[src/rtl/spi_cmd_pkg.sv]
// ---------------------------------------------------------------------------
// spi_cmd_pkg
// Shared definitions for the SPI command controller: FSM state encoding,
// opcodes, register-map addresses, error codes and an address-decode helper.
// ---------------------------------------------------------------------------
package spi_cmd_pkg;

    typedef enum logic [2:0] {
        ST_IDLE    = 3'd0,
        ST_ADDR    = 3'd1,
        ST_DATA    = 3'd2,
        ST_CHK     = 3'd3,
        ST_COMMIT  = 3'd4,
        ST_WAIT_CS = 3'd5
    } state_t;

    // Opcodes
    localparam logic [7:0] OP_WRITE   = 8'hA5;
    localparam logic [7:0] OP_CLR_ERR = 8'h5A;

    // Register map
    localparam logic [7:0] REG_DIGIT0 = 8'h00;  // digits occupy 0x00..0x03
    localparam logic [7:0] REG_FAN    = 8'h10;
    localparam logic [7:0] REG_CTRL   = 8'h11;

    // Error codes reported on oErrCode
    localparam logic [2:0] ERR_NONE     = 3'd0;
    localparam logic [2:0] ERR_BAD_OP   = 3'd1;
    localparam logic [2:0] ERR_BAD_ADDR = 3'd2;
    localparam logic [2:0] ERR_BAD_CHK  = 3'd3;
    localparam logic [2:0] ERR_TIMEOUT  = 3'd4;
    localparam logic [2:0] ERR_CS_ABORT = 3'd5;

    // True for any address that maps onto a writable register.
    function automatic logic is_valid_addr(input logic [7:0] addr);
        return ((addr & 8'hFC) == REG_DIGIT0) || (addr == REG_FAN) || (addr == REG_CTRL);
    endfunction

endpackage

[src/rtl/spi_cmd_ctrl_cs_sync.sv]
// ---------------------------------------------------------------------------
// cs_sync
// Two-flop synchronizer bringing the raw SPI chip select into the sysclk
// domain. Both flops clear to 0 on reset.
//
// Ports
//   clk_i   in   system clock
//   rst_ni  in   asynchronous active-low reset
//   d_i     in   asynchronous input
//   q_o     out  synchronized copy of d_i (2-cycle latency)
// ---------------------------------------------------------------------------
module cs_sync (
    input  logic clk_i,
    input  logic rst_ni,
    input  logic d_i,
    output logic q_o
);

    logic meta_q;
    logic sync_q;

    always_ff @(posedge clk_i or negedge rst_ni) begin
        if (!rst_ni) begin
            meta_q <= 1'b0;
            sync_q <= 1'b0;
        end else begin
            meta_q <= d_i;
            sync_q <= meta_q;
        end
    end

    assign q_o = sync_q;

endmodule

[src/rtl/spi_cmd_ctrl.sv]
// ---------------------------------------------------------------------------
// spi_cmd_ctrl
// Decodes 4-byte SPI command frames (CMD, ADDR, DATA, CHK with
// CHK = CMD ^ ADDR ^ DATA) into display / fan control registers, with
// error reporting for bad checksum, opcode, address, inter-byte timeout
// and chip-select abort.
//
// Ports
//   sysclk      in   system clock, rising edge
//   iRstN       in   async-assert active-low reset (released synchronously)
//   iRxReady    in   1-cycle strobe, iRx holds a received byte
//   iRx[7:0]    in   received byte
//   iSPICS      in   raw SPI chip select, active-low, asynchronous
//   digit0..3   out  display nibbles (registers 0x00..0x03)
//   oFanDuty    out  fan PWM duty (register 0x10)
//   oCtrl[1:0]  out  bit0 fan enable, bit1 display blank (register 0x11)
//   oCmdDone    out  1-cycle pulse after a successful commit
//   oErrCode    out  last error code
//   oErrCount   out  saturating error counter
// ---------------------------------------------------------------------------
module spi_cmd_ctrl
    import spi_cmd_pkg::*;
#(
    parameter int TIMEOUT_CYCLES = 50000
) (
    input  logic       sysclk,
    input  logic       iRstN,
    input  logic       iRxReady,
    input  logic [7:0] iRx,
    input  logic       iSPICS,
    output logic [3:0] digit0,
    output logic [3:0] digit1,
    output logic [3:0] digit2,
    output logic [3:0] digit3,
    output logic [7:0] oFanDuty,
    output logic [1:0] oCtrl,
    output logic       oCmdDone,
    output logic [2:0] oErrCode,
    output logic [7:0] oErrCount
);

    localparam logic [15:0] GAP_LIMIT = 16'(TIMEOUT_CYCLES);

    // Reset synchronizer: asserts immediately, releases on a clock edge so
    // no flop sees reset removal close to its active edge.
    logic rst_meta_q;
    logic rst_n_q;

    always_ff @(posedge sysclk or negedge iRstN) begin
        if (!iRstN) begin
            rst_meta_q <= 1'b0;
            rst_n_q    <= 1'b0;
        end else begin
            rst_meta_q <= 1'b1;
            rst_n_q    <= rst_meta_q;
        end
    end

    logic cs_sync_q;
    logic cs_active;

    cs_sync u_cs_sync (
        .clk_i  (sysclk),
        .rst_ni (rst_n_q),
        .d_i    (iSPICS),
        .q_o    (cs_sync_q)
    );

    assign cs_active = ~cs_sync_q;

    state_t          state_q,    state_d;
    logic [7:0]      cmd_q,      cmd_d;
    logic [7:0]      addr_q,     addr_d;
    logic [7:0]      data_q,     data_d;
    logic [7:0]      chk_q,      chk_d;
    logic [15:0]     gap_q,      gap_d;
    logic [3:0][3:0] digit_q,    digit_d;
    logic [7:0]      fan_q,      fan_d;
    logic [1:0]      ctrl_q,     ctrl_d;
    logic            done_q,     done_d;
    logic [2:0]      err_code_q, err_code_d;
    logic [7:0]      err_cnt_q,  err_cnt_d;

    logic            err_set;
    logic [2:0]      err_val;

    always_ff @(posedge sysclk or negedge rst_n_q) begin
        if (!rst_n_q) begin
            state_q    <= ST_IDLE;
            cmd_q      <= '0;
            addr_q     <= '0;
            data_q     <= '0;
            chk_q      <= '0;
            gap_q      <= '0;
            digit_q    <= '0;
            fan_q      <= '0;
            ctrl_q     <= '0;
            done_q     <= 1'b0;
            err_code_q <= ERR_NONE;
            err_cnt_q  <= '0;
        end else begin
            state_q    <= state_d;
            cmd_q      <= cmd_d;
            addr_q     <= addr_d;
            data_q     <= data_d;
            chk_q      <= chk_d;
            gap_q      <= gap_d;
            digit_q    <= digit_d;
            fan_q      <= fan_d;
            ctrl_q     <= ctrl_d;
            done_q     <= done_d;
            err_code_q <= err_code_d;
            err_cnt_q  <= err_cnt_d;
        end
    end

    always_comb begin
        state_d    = state_q;
        cmd_d      = cmd_q;
        addr_d     = addr_q;
        data_d     = data_q;
        chk_d      = chk_q;
        gap_d      = gap_q;
        digit_d    = digit_q;
        fan_d      = fan_q;
        ctrl_d     = ctrl_q;
        done_d     = 1'b0;
        err_code_d = err_code_q;
        err_cnt_d  = err_cnt_q;
        err_set    = 1'b0;
        err_val    = ERR_NONE;

        unique case (state_q)
            ST_IDLE: begin
                if (iRxReady && cs_active) begin
                    cmd_d   = iRx;
                    gap_d   = '0;
                    state_d = ST_ADDR;
                end
            end

            ST_ADDR, ST_DATA, ST_CHK: begin
                // CS abort wins over a byte arriving in the same cycle.
                if (!cs_active) begin
                    err_set = 1'b1;
                    err_val = ERR_CS_ABORT;
                    state_d = ST_IDLE;
                end else if (iRxReady) begin
                    gap_d = '0;
                    case (state_q)
                        ST_ADDR: begin
                            addr_d  = iRx;
                            state_d = ST_DATA;
                        end
                        ST_DATA: begin
                            data_d  = iRx;
                            state_d = ST_CHK;
                        end
                        default: begin
                            chk_d   = iRx;
                            state_d = ST_COMMIT;
                        end
                    endcase
                end else if (gap_q == GAP_LIMIT) begin
                    err_set = 1'b1;
                    err_val = ERR_TIMEOUT;
                    state_d = ST_WAIT_CS;
                end else begin
                    gap_d = gap_q + 16'd1;
                end
            end

            ST_COMMIT: begin
                state_d = ST_WAIT_CS;
                if (chk_q != (cmd_q ^ addr_q ^ data_q)) begin
                    err_set = 1'b1;
                    err_val = ERR_BAD_CHK;
                end else if (cmd_q == OP_CLR_ERR) begin
                    err_code_d = ERR_NONE;
                    err_cnt_d  = '0;
                    done_d     = 1'b1;
                end else if (cmd_q != OP_WRITE) begin
                    err_set = 1'b1;
                    err_val = ERR_BAD_OP;
                end else if (!is_valid_addr(addr_q)) begin
                    err_set = 1'b1;
                    err_val = ERR_BAD_ADDR;
                end else begin
                    if (addr_q == REG_FAN) begin
                        fan_d = data_q;
                    end else if (addr_q == REG_CTRL) begin
                        ctrl_d = data_q[1:0];
                    end else begin
                        digit_d[addr_q[1:0]] = data_q[3:0];
                    end
                    done_d = 1'b1;
                end
            end

            ST_WAIT_CS: begin
                // Trailing bytes are dropped until the master releases CS.
                if (!cs_active) begin
                    state_d = ST_IDLE;
                end
            end

            default: state_d = ST_IDLE;
        endcase

        if (err_set) begin
            err_code_d = err_val;
            if (err_cnt_q != 8'hFF) begin
                err_cnt_d = err_cnt_q + 8'd1;
            end
        end
    end

    assign digit0    = digit_q[0];
    assign digit1    = digit_q[1];
    assign digit2    = digit_q[2];
    assign digit3    = digit_q[3];
    assign oFanDuty  = fan_q;
    assign oCtrl     = ctrl_q;
    assign oCmdDone  = done_q;
    assign oErrCode  = err_code_q;
    assign oErrCount = err_cnt_q;

endmodule

[config.mk]
export PLATFORM = sky130hd
export DESIGN_NAME = spi_cmd_ctrl
export DESIGN_NICKNAME = d
export VERILOG_FILES = /design/src/rtl/spi_cmd_pkg.sv /design/src/rtl/spi_cmd_ctrl_cs_sync.sv /design/src/rtl/spi_cmd_ctrl.sv
export SDC_FILE = /design/constraint.sdc
export NUM_CORES = 1
export LEC_CHECK = 0
export ABC_CLOCK_PERIOD_IN_PS = 4000
export CAP_MARGIN = 40
export CORE_ASPECT_RATIO = 0.75
export CORE_UTILIZATION = 50
export DETAILED_ROUTE_END_ITERATION = 10
export HOLD_SLACK_MARGIN = 0.03
export PLACE_DENSITY = 0.72
export SLEW_MARGIN = 30
export SYNTH_ARGS = -nofsm -noshare
export SYNTH_HDL_FRONTEND = slang
export SYNTH_SLANG_ARGS = --single-unit
[constraint.sdc]
create_clock -name sysclk -period 4 [get_ports sysclk]
set_clock_uncertainty 0.2 [all_clocks]
set_input_delay 1 -clock sysclk [delete_from_list [all_inputs] [get_ports sysclk]]
set_output_delay 1 -clock sysclk [all_outputs]
set_load 0.005 [all_outputs]
Word-level counts from Yosys, hierarchy flattened
Cells that the tools add are included.

$add $sub $neg: 2. Magnitude comparators: 2. Eq/ne operators: 18. Muxes and demuxes: 45. Bitwise operators: 9. Reduce and logical (&&, ||, !) cells: 21.

Operators by type and width (number): 16-bit two-way mux (4); 8-bit two-way mux (5); 3-bit two-way mux (12); 16-bit case mux with 2 select lines (1); 16-bit by 1-bit adder with 16-bit output, second input constant (1); 16-bit bitwise mux (1); 16-bit == test, second input constant (1); 8-bit by 5-bit == test with 1-bit output, second input constant (2); 8-bit inequality test, second input constant (2); 4-bit AND reduction (4); 8-bit XOR (2); 7-bit AND reduction (2); 1-bit two-way mux (12); 3-bit case mux with 2 select lines (2); 3-bit case mux with 4 select lines (1); 8-bit by 1-bit adder with 8-bit output, second input constant (1); 4-bit demux with 2-bit select (1); 8-bit by 7-bit == test with 1-bit output, second input constant (1); 8-bit zero test (1); 2-bit two-way mux (4); 8-bit inequality test (1); 1-bit inverter (7); 3-bit by 2-bit == test with 1-bit output, second input constant (2); 3-bit == test, second input constant (2); 18 further kinds (25).

Bits in registers: 93. Input port bits: 12. Output and inout bits: 38. Word-level logic and storage cells: 116.

Longest topological paths before layout
Gate-level depths: netlist (run 1).

Depth in word-level cells: 10. Mapped depth: 9. Mapped depth without buffers: 8.

Cells and area by module
From an unflattened synthesis (run 1), not the netlist that was laid out.

Cell total of the unflattened synthesis: 371. Area total of the unflattened synthesis: 4428.0 um2.

Modules (own cells, without submodules): spi_cmd_ctrl (instances 1, cells an instance 369, area each 4377.9 um2, seq. area each 2277.2 um2); cs_sync (instances 1, cells an instance 2, area each 50.0 um2, seq. area each 50.0 um2).

Worst setup path before layout (run 1)
Ideal clock, no wire load.

Path type: input to register. Start point: input iRxReady. End point: register state_q[1]. Setup time: 0.131 ns. Arrival: 2.720 ns. Slack: 0.949 ns. Stages on the path: 7. Path buffers: 2. Cell sequence: clkbuf_1 -> or4_1 -> o21ai_0 -> clkbuf_1 -> o22ai_1 -> a21oi_1 -> nor2_1.

Longest elaborated chain between the ends: 3. Elaborated cells on any way between the ends: 7.

RTL lines: start: declaration (line spi_cmd_ctrl.sv:28) `input logic iRxReady,`; 3-bit two-way mux or 1-bit logical AND (tied branches) (line spi_cmd_ctrl.sv:148, spi_cmd_ctrl.sv:135); 3-bit two-way mux or 2-bit inequality test (tied branches); 3-bit case mux with 4 select lines or 3-bit AND reduction (tied branches); end signal: assignment (line spi_cmd_ctrl.sv:102) `state_q <= state_d;`; end: declaration (line spi_cmd_ctrl.sv:71) `state_t state_q, state_d;`.

Parallel ways exist; a longest one is shown, timed or not. A chain may end at the register's enable or synchronous reset.

Worst setup path in the final report (run 1)
Start point: input iRxReady. End point: register err_cnt_q[2] (netlist: oErrCount[2]).

Longest elaborated chain between the ends: 4.

RTL lines: 1-bit two-way mux (line spi_cmd_ctrl.sv:148) `end else if (iRxReady) begin`; 1-bit two-way mux (line spi_cmd_ctrl.sv:144) `if (!cs_active) begin`; 1-bit case mux with 2 select lines (line spi_cmd_ctrl.sv:133) `unique case (state_q)`; 8-bit two-way mux (line spi_cmd_ctrl.sv:210) `if (err_set) begin`; named net err_cnt_d[2] (line spi_cmd_ctrl.sv:82) `logic [7:0] err_cnt_q, err_cnt_d;`; end signal: assignment (line spi_cmd_ctrl.sv:113) `err_cnt_q <= err_cnt_d;`; end: declaration (line spi_cmd_ctrl.sv:82).

The timed path passes the listed nets, and every way through them passes these cells.

==> flow_summary_export.csv, run 1 <==
group,metric,value,unit
setup_path,crit_path_top_delay_cell,"or4_1",
placement,dp_hpwl,6.39,mm
placement,dpl_cell_area,0.00507,mm²
synth,synth_ff_type,"dfrtp_1",
finish,layout_common_cells,"dfrtp_1, clkdlybuf4s50_1, mux2_2, xnor2_1",
route,vias,3068,
finish,syn_to_final_growth,21.2,%
clock_tree,clk_path_buf_depth,2,
floorplan,die_w,111,µm
placement,dpl.cell_count,524,
clock_tree,htreeDepth,3,
job,drv_cap,0,
timing,slew-limit-headroom,54.4,%
grt,grt_pass1_wl,15.4,mm
synth,synth_cell_type_count,57,
setup_path,crit_fanout,9,
clock_tree,post-cts-setup-buffers,0,
placement,globalplace.congestion,0.826,
synth,synth-edff-count,0,
floorplan,fp.coreArea,0.00853,mm²
setup_path,crit_required,3.99,ns
clock_tree,cts_sinks,93,
pwr,vdd.ir_drop.worst,0.000442,V
hold_path,hold_class,"reg -> async",
timing,max_slew.worst_pin.slew,0.679,ns
route,first_iter_violations,134,
timing,whs,0.0417,ns
synth,yosysSeqAreaShare,52.6,%
finish,stdcell_area,0.00537,mm²
synth,netlist_instances,371,
setup_path,crit_path_cell_trace,"clkdlybuf4s50_1 > or4_1 > o21ba_2 > a32oi_1 > a21o_1 > o221ai_1",
floorplan,pin_count,50,
clock_tree,ctsResizeCount,0,
finish,diodes,0,
route,drt-vias-per-instance,5.68,
placement,pre_cts_slack,0.266,ns
timing,fmax,0.290,GHz
clock_tree,cts_tree,"built",
setup_path,end_kind,"flip-flop",
finish,final_cells,540,
pwr,total_power,3.41,mW
finish,final_common_cell,"dfrtp_1",
route,wl,9.07,mm
clock_tree,cts_hold_buf,0,
timing,layout_setup_ws,0.546,ns
finish,utilization,62.9,%
clock_tree,cts-root-buf,"clkbuf_16",
grt,track_usage,21.3,%
setup_path,rr_endpoint,"oFanDuty[1]",
setup_path,cp.arrival,3.44,ns
finish,fin_nets,442,
synth,syn_area_per_cell,11.9,µm²
floorplan,die_h,83.5,µm
timing,hold_viol,0,
route,wire_per_inst,16.8,µm
clock_tree,clk_latency,0.34,ns
synth,ys_ff_latch,93,
timing,finalCriticalPeriod,3.45,ns
clock_tree,clkTransAtPathRegs,0.06,ns
setup_path,worst-r2r-setup-slack,0.83,ns
floorplan,fp-row-count,29,
timing,setup_viol,0,
synth,async_flop_share,100,%
grt,first_global_vias,3003,
placement,io_buffers,49,
grt,antenna_found_initial,0,
pwr,p_leak,2.33,nW
grt,grt_max_degree,45,
floorplan,initial_utilization,51.9,%
synth,netlist_area,0.00443,mm²
timing,slew_viol_final,0,
finish,drive_above_1_share,19.9,%
synth,yosysWarnings,0,
synth,syn_nets,386,
pwr,power_density,636,mW/mm²
timing,setup_tns,0,ns
clock_tree,cts-buffers-inserted,9,
outcome,outcome,"finished, final reports clean",
route,firstDrtPassIters,4,
setup_path,worstSetupPathType,"in -> reg",
setup_path,r2r-start,"data_q[2]",
timing,period_share,86.3,%
timing,rsz0062_at_grt,"false",
setup_path,r2r_cells,6,
setup_path,max_stage_delay,0.66,ns
route,route.detailed.drc,0,
floorplan,die_area,0.00924,mm²
grt,gr-total-overflow,0,
route,drt.antenna.violating_nets,0,
setup_path,start_kind,"input port",
==> worst max-delay path: cells and delay by family <==
| family | cells | cell delay [ns] |
|---|---|---|
| buffers and inverters | 1 | 0.57 |
| and+or+nand+nor | 1 | 0.66 |
| AOI/OAI and AO/OA | 4 | 1.21 |
==> power by group <==
group          switching (mW)  internal [mW]  leakage (nW)
Clock                   0.335          0.499         0.143
Combinational           0.543          0.576         0.966
Sequential              0.291           1.17          1.22
Total                    1.17           2.24          2.33
==> state kept, by name (all words and copies together) (netlist names) <==
register,cells
digit0,4
oCtrl,2
digit1,4
digit2,4
u_cs_sync.q_o,1
state_q,3
rst_meta_q,1
oCmdDone,1
rst_n_q,1
digit3,4
oErrCount,8
cmd_q,8
gap_q,16
oErrCode,3
data_q,8
addr_q,8
chk_q,8
oFanDuty,8
u_cs_sync.meta_q,1
==> how the worst max path moves through the flow <==
stage                   end  cells after the start      from
2_1_floorplan    state_q[1]                      7  iRxReady
3_3_place_gp   oErrCount[5]                      6  iRxReady
3_5_place_dp   oErrCount[2]                      6  iRxReady
4_1_cts        oErrCount[2]                      6  iRxReady
5_1_grt        oErrCount[5]                      6  iRxReady
6_report       oErrCount[2]                      6  iRxReady
==> synth_stat cells (3+ instances only) <==
master	n	area (µm²)
o21ai_0	9	45.0
nand3_1	13	65.1
nand4_1	4	25.0
dfrtp_1	93	2330
or3_1	6	37.5
xor2_1	9	78.8
clkbuf_1	6	22.5
o221ai_1	4	35.0
nand2b_1	4	25.0
mux2_4	8	120
o22ai_1	4	25.0
nor2_1	22	82.6
or4_1	4	30.0
nor3_1	9	45.0
mux2_2	48	541
inv_1	16	60.1
a21o_1	3	22.5
nor3b_1	3	22.5
xnor2_1	23	201
nor4_2	3	37.5
a21oi_1	7	35.0
ha_1	3	37.5
nand2_1	22	82.6
==> routing by layer <==
metal / wire length, µm / track usage (%)
met4: 60 / 6.18
met2: 4080 / 30.9
met3: 436 / 5.74
met1: 4490 / 31.2
met5: 0 / 0
==> logic make-up after synthesis <==
| kind of cell | Yosys count | synth area share [%] |
|---|---|---|
| xor gates and xnor gates | 32 | 6.33 |
| DFF | 93 | 52.6 |
| other | 1 | 0.0847 |
| AOI/OAI and AO/OA | 48 | 7.69 |
| adders and majority gates | 3 | 0.848 |
| buffers and inverters | 25 | 2.18 |
| muxes | 60 | 15.9 |
| and+or+nand+nor | 109 | 14.4 |
==> cell type report <==
cell class              instances  area, µm²
fillers                       678       3160
flip-flops and latches         93       2330
multi-input cells             253       2000
repair buffers                 54        541
clock buffers                  12        246
well taps                     108        135
inverters                      16       60.1
clock inverters                 4       47.5
Note: power is estimated with default switching activity, not from simulation.
==> inputs of run 2 (changes only) <==
- CORE_UTILIZATION: 50 -> 55
- PLACE_DENSITY: 0.72 -> 0.78
==> flow_summary_export.csv, run 2 (synthesis gave the netlist of run 1 again) <==
group,metric,value,unit
outcome,outcome,"finished, final reports clean",
route,drt.antenna.violating_nets,0,
setup_path,max_stage_delay,0.66,ns
setup_path,crit_path_top_delay_cell,"or4_1",
floorplan,initial_utilization,58.5,%
clock_tree,clkTransAtPathRegs,0.09,ns
timing,max_slew.worst_pin.slew,0.699,ns
setup_path,crit_fanout,9,
finish,top_register,"gap_q",
setup_path,path_delay_family,"compound AO/OA/AOI/OAI gates",
clock_tree,post-cts-setup-buffers,0,
finish,fillers,565,
pwr,p_seq_share,45.7,%
timing,slew-limit-headroom,53.1,%
setup_path,start_kind,"input port",
clock_tree,clk_latency,0.36,ns
pwr,power_density,604,mW/mm²
finish,layout_common_cells,"dfrtp_1, clkdlybuf4s50_1, mux2_2, xnor2_1",
pwr,power.share.clock,19.1,%
route,first_iter_violations,175,
route,route.detailed.drc,0,
floorplan,pin_count,50,
floorplan,fp.coreArea,0.00757,mm²
finish,drive_above_1_share,20.1,%
grt,antenna_found_initial,0,
clock_tree,cts-root-buf,"clkbuf_8",
floorplan,fp-row-count,27,
hold_path,hold_class,"reg -> async",
placement,io_buffers,49,
route,wire_per_inst,16.5,µm
placement,globalplace.congestion,0.816,
clock_tree,clk_path_buf_depth,2,
floorplan,die_w,106,µm
setup_path,worstPathBufferInverterCount,1,
clock_tree,htreeDepth,3,
finish,fin_nets,443,
timing,setup_tns,0,ns
pwr,p_sw,1.15,mW
timing,setup_viol,0,
route,wl,8.81,mm
floorplan,die_h,79.7,µm
grt,first_global_vias,2952,
finish,largest_register_ffs,16,
setup_path,crit_required,4.03,ns
pwr,vdd.ir_drop.worst,0.000360,V
finish,diodes,0,
finish,final_cells,533,
timing,hold_viol,0,
timing,period_share,83.7,%
clock_tree,cts-buffers-inserted,9,
finish,syn_to_final_growth,19.0,%
pwr,combPwrFrac,35.2,%
timing,slew_viol_final,0,
grt,gr-total-overflow,0,
clock_tree,cts_tree,"built",
timing,fmax,0.299,GHz
timing,finalCriticalPeriod,3.35,ns
placement,dp_hpwl,6.30,mm
timing,rsz0062_at_grt,"false",
pwr,sw_frac_of_total,36.3,%
setup_path,crit_path_cell_trace,"clkdlybuf4s50_1 > or4_1 > o21ba_2 > a32oi_1 > a21o_1 > o221ai_1",
route,drt-vias-per-instance,5.73,
pwr,p_leak,2.29,nW
route,firstDrtPassIters,5,
floorplan,die_area,0.00842,mm²
pwr,p_int,2.03,mW
setup_path,worstSetupPathType,"in -> reg",
grt,grt_max_degree,64,
job,drv_cap,0,
finish,final_common_cell,"dfrtp_1",
grt,track_usage,23.2,%
placement,dpl.cell_count,516,
setup_path,cp.arrival,3.38,ns
setup_path,end_kind,"flip-flop",
setup_path,worst-r2r-setup-slack,0.87,ns
route,vias,3053,
grt,grt_pass1_wl,15.0,mm
clock_tree,cts_sinks,93,
-- run 2: cell types whose count changed in the layout (fill, tap and decap cells not counted), sizes merged --
cell	change
clkbuf	-3
clkinvlp	+1
dlygate4sd3	+1
inv	+1
-- run 2: through the flow --
stage	worst slack (ns)	area [µm²]	utilization, %	hold slack (ns)	power, mW
6_report	0.651	5270	69.6	0.0978	3.18
5_1_grt	0.463	5270	69.6	0.126	3.36
4_1_cts	0.678	5230	69.1	0.159	3.19
3_5_place_dp	0.307	5040	66.6	0.139	2.57
3_3_place_gp	0.390	5040	66.6	0.133	2.52
2_1_floorplan	0.949	4430	-	0.131	2.23
-- run 2: metal layers --
layer,GRT usage (%),vias up,wire [µm]
met5,0,-,0
met4,5.83,0,66
met3,5.71,7,408
met2,36.7,85,4030
met1,32.4,1505,4310
li1,-,1456,-
-- run 2: path summary, 6_finish.rpt --
| kind | from | end | cells past startpoint |
|---|---|---|---|
| max | iRxReady | oErrCount[5] | 6 |
| min | rst_n_q | addr_q[6] | 1 |
| max reg2reg | data_q[2] | oFanDuty[7] | 6 |
| min reg2reg | rst_n_q | addr_q[6] | 1 |
| max in group asynchronous | rst_n_q | gap_q[13] | 1 |
| min in group sysclk | u_cs_sync.meta_q | u_cs_sync.q_o | 0 |
-- run 2: worst register-to-register path, stage by stage (launching register included) --
cell     delay [ns]
dfrtp_1        0.48
xnor2_1        0.23
xnor2_1        0.11
nor4_2         0.60
nand2_2        0.27
nor4_4         0.72
mux2_2         0.41
-- run 2: cell type report --
class	count	area [µm²]	area share [%]
Timing Repair Buffer	55	558	10.6
Inverter	16	60.1	1.14
Clock inverter	6	63.8	1.21
Multi-Input combinational cell	253	2000	38.1
Sequential cell	93	2330	44.3
Tap cell	101	126	2.40
Clock buffer	9	124	2.35
-- run 2: power by group through the flow --
stage	registers [mW]	clock network (mW)	logic, mW
6_report	1.45	0.607	1.12
5_1_grt	1.49	0.656	1.22
4_1_cts	1.46	0.618	1.11
3_5_place_dp	1.48	0	1.09
3_3_place_gp	1.46	0	1.07
2_1_floorplan	1.38	0	0.852
-- run 2: what timing repair did --
action | 4_1_cts | 5_1_grt
endpoints found under the hold margin | 0 | 14
resized for setup | 0 | 0
hold buffers | 0 | 1
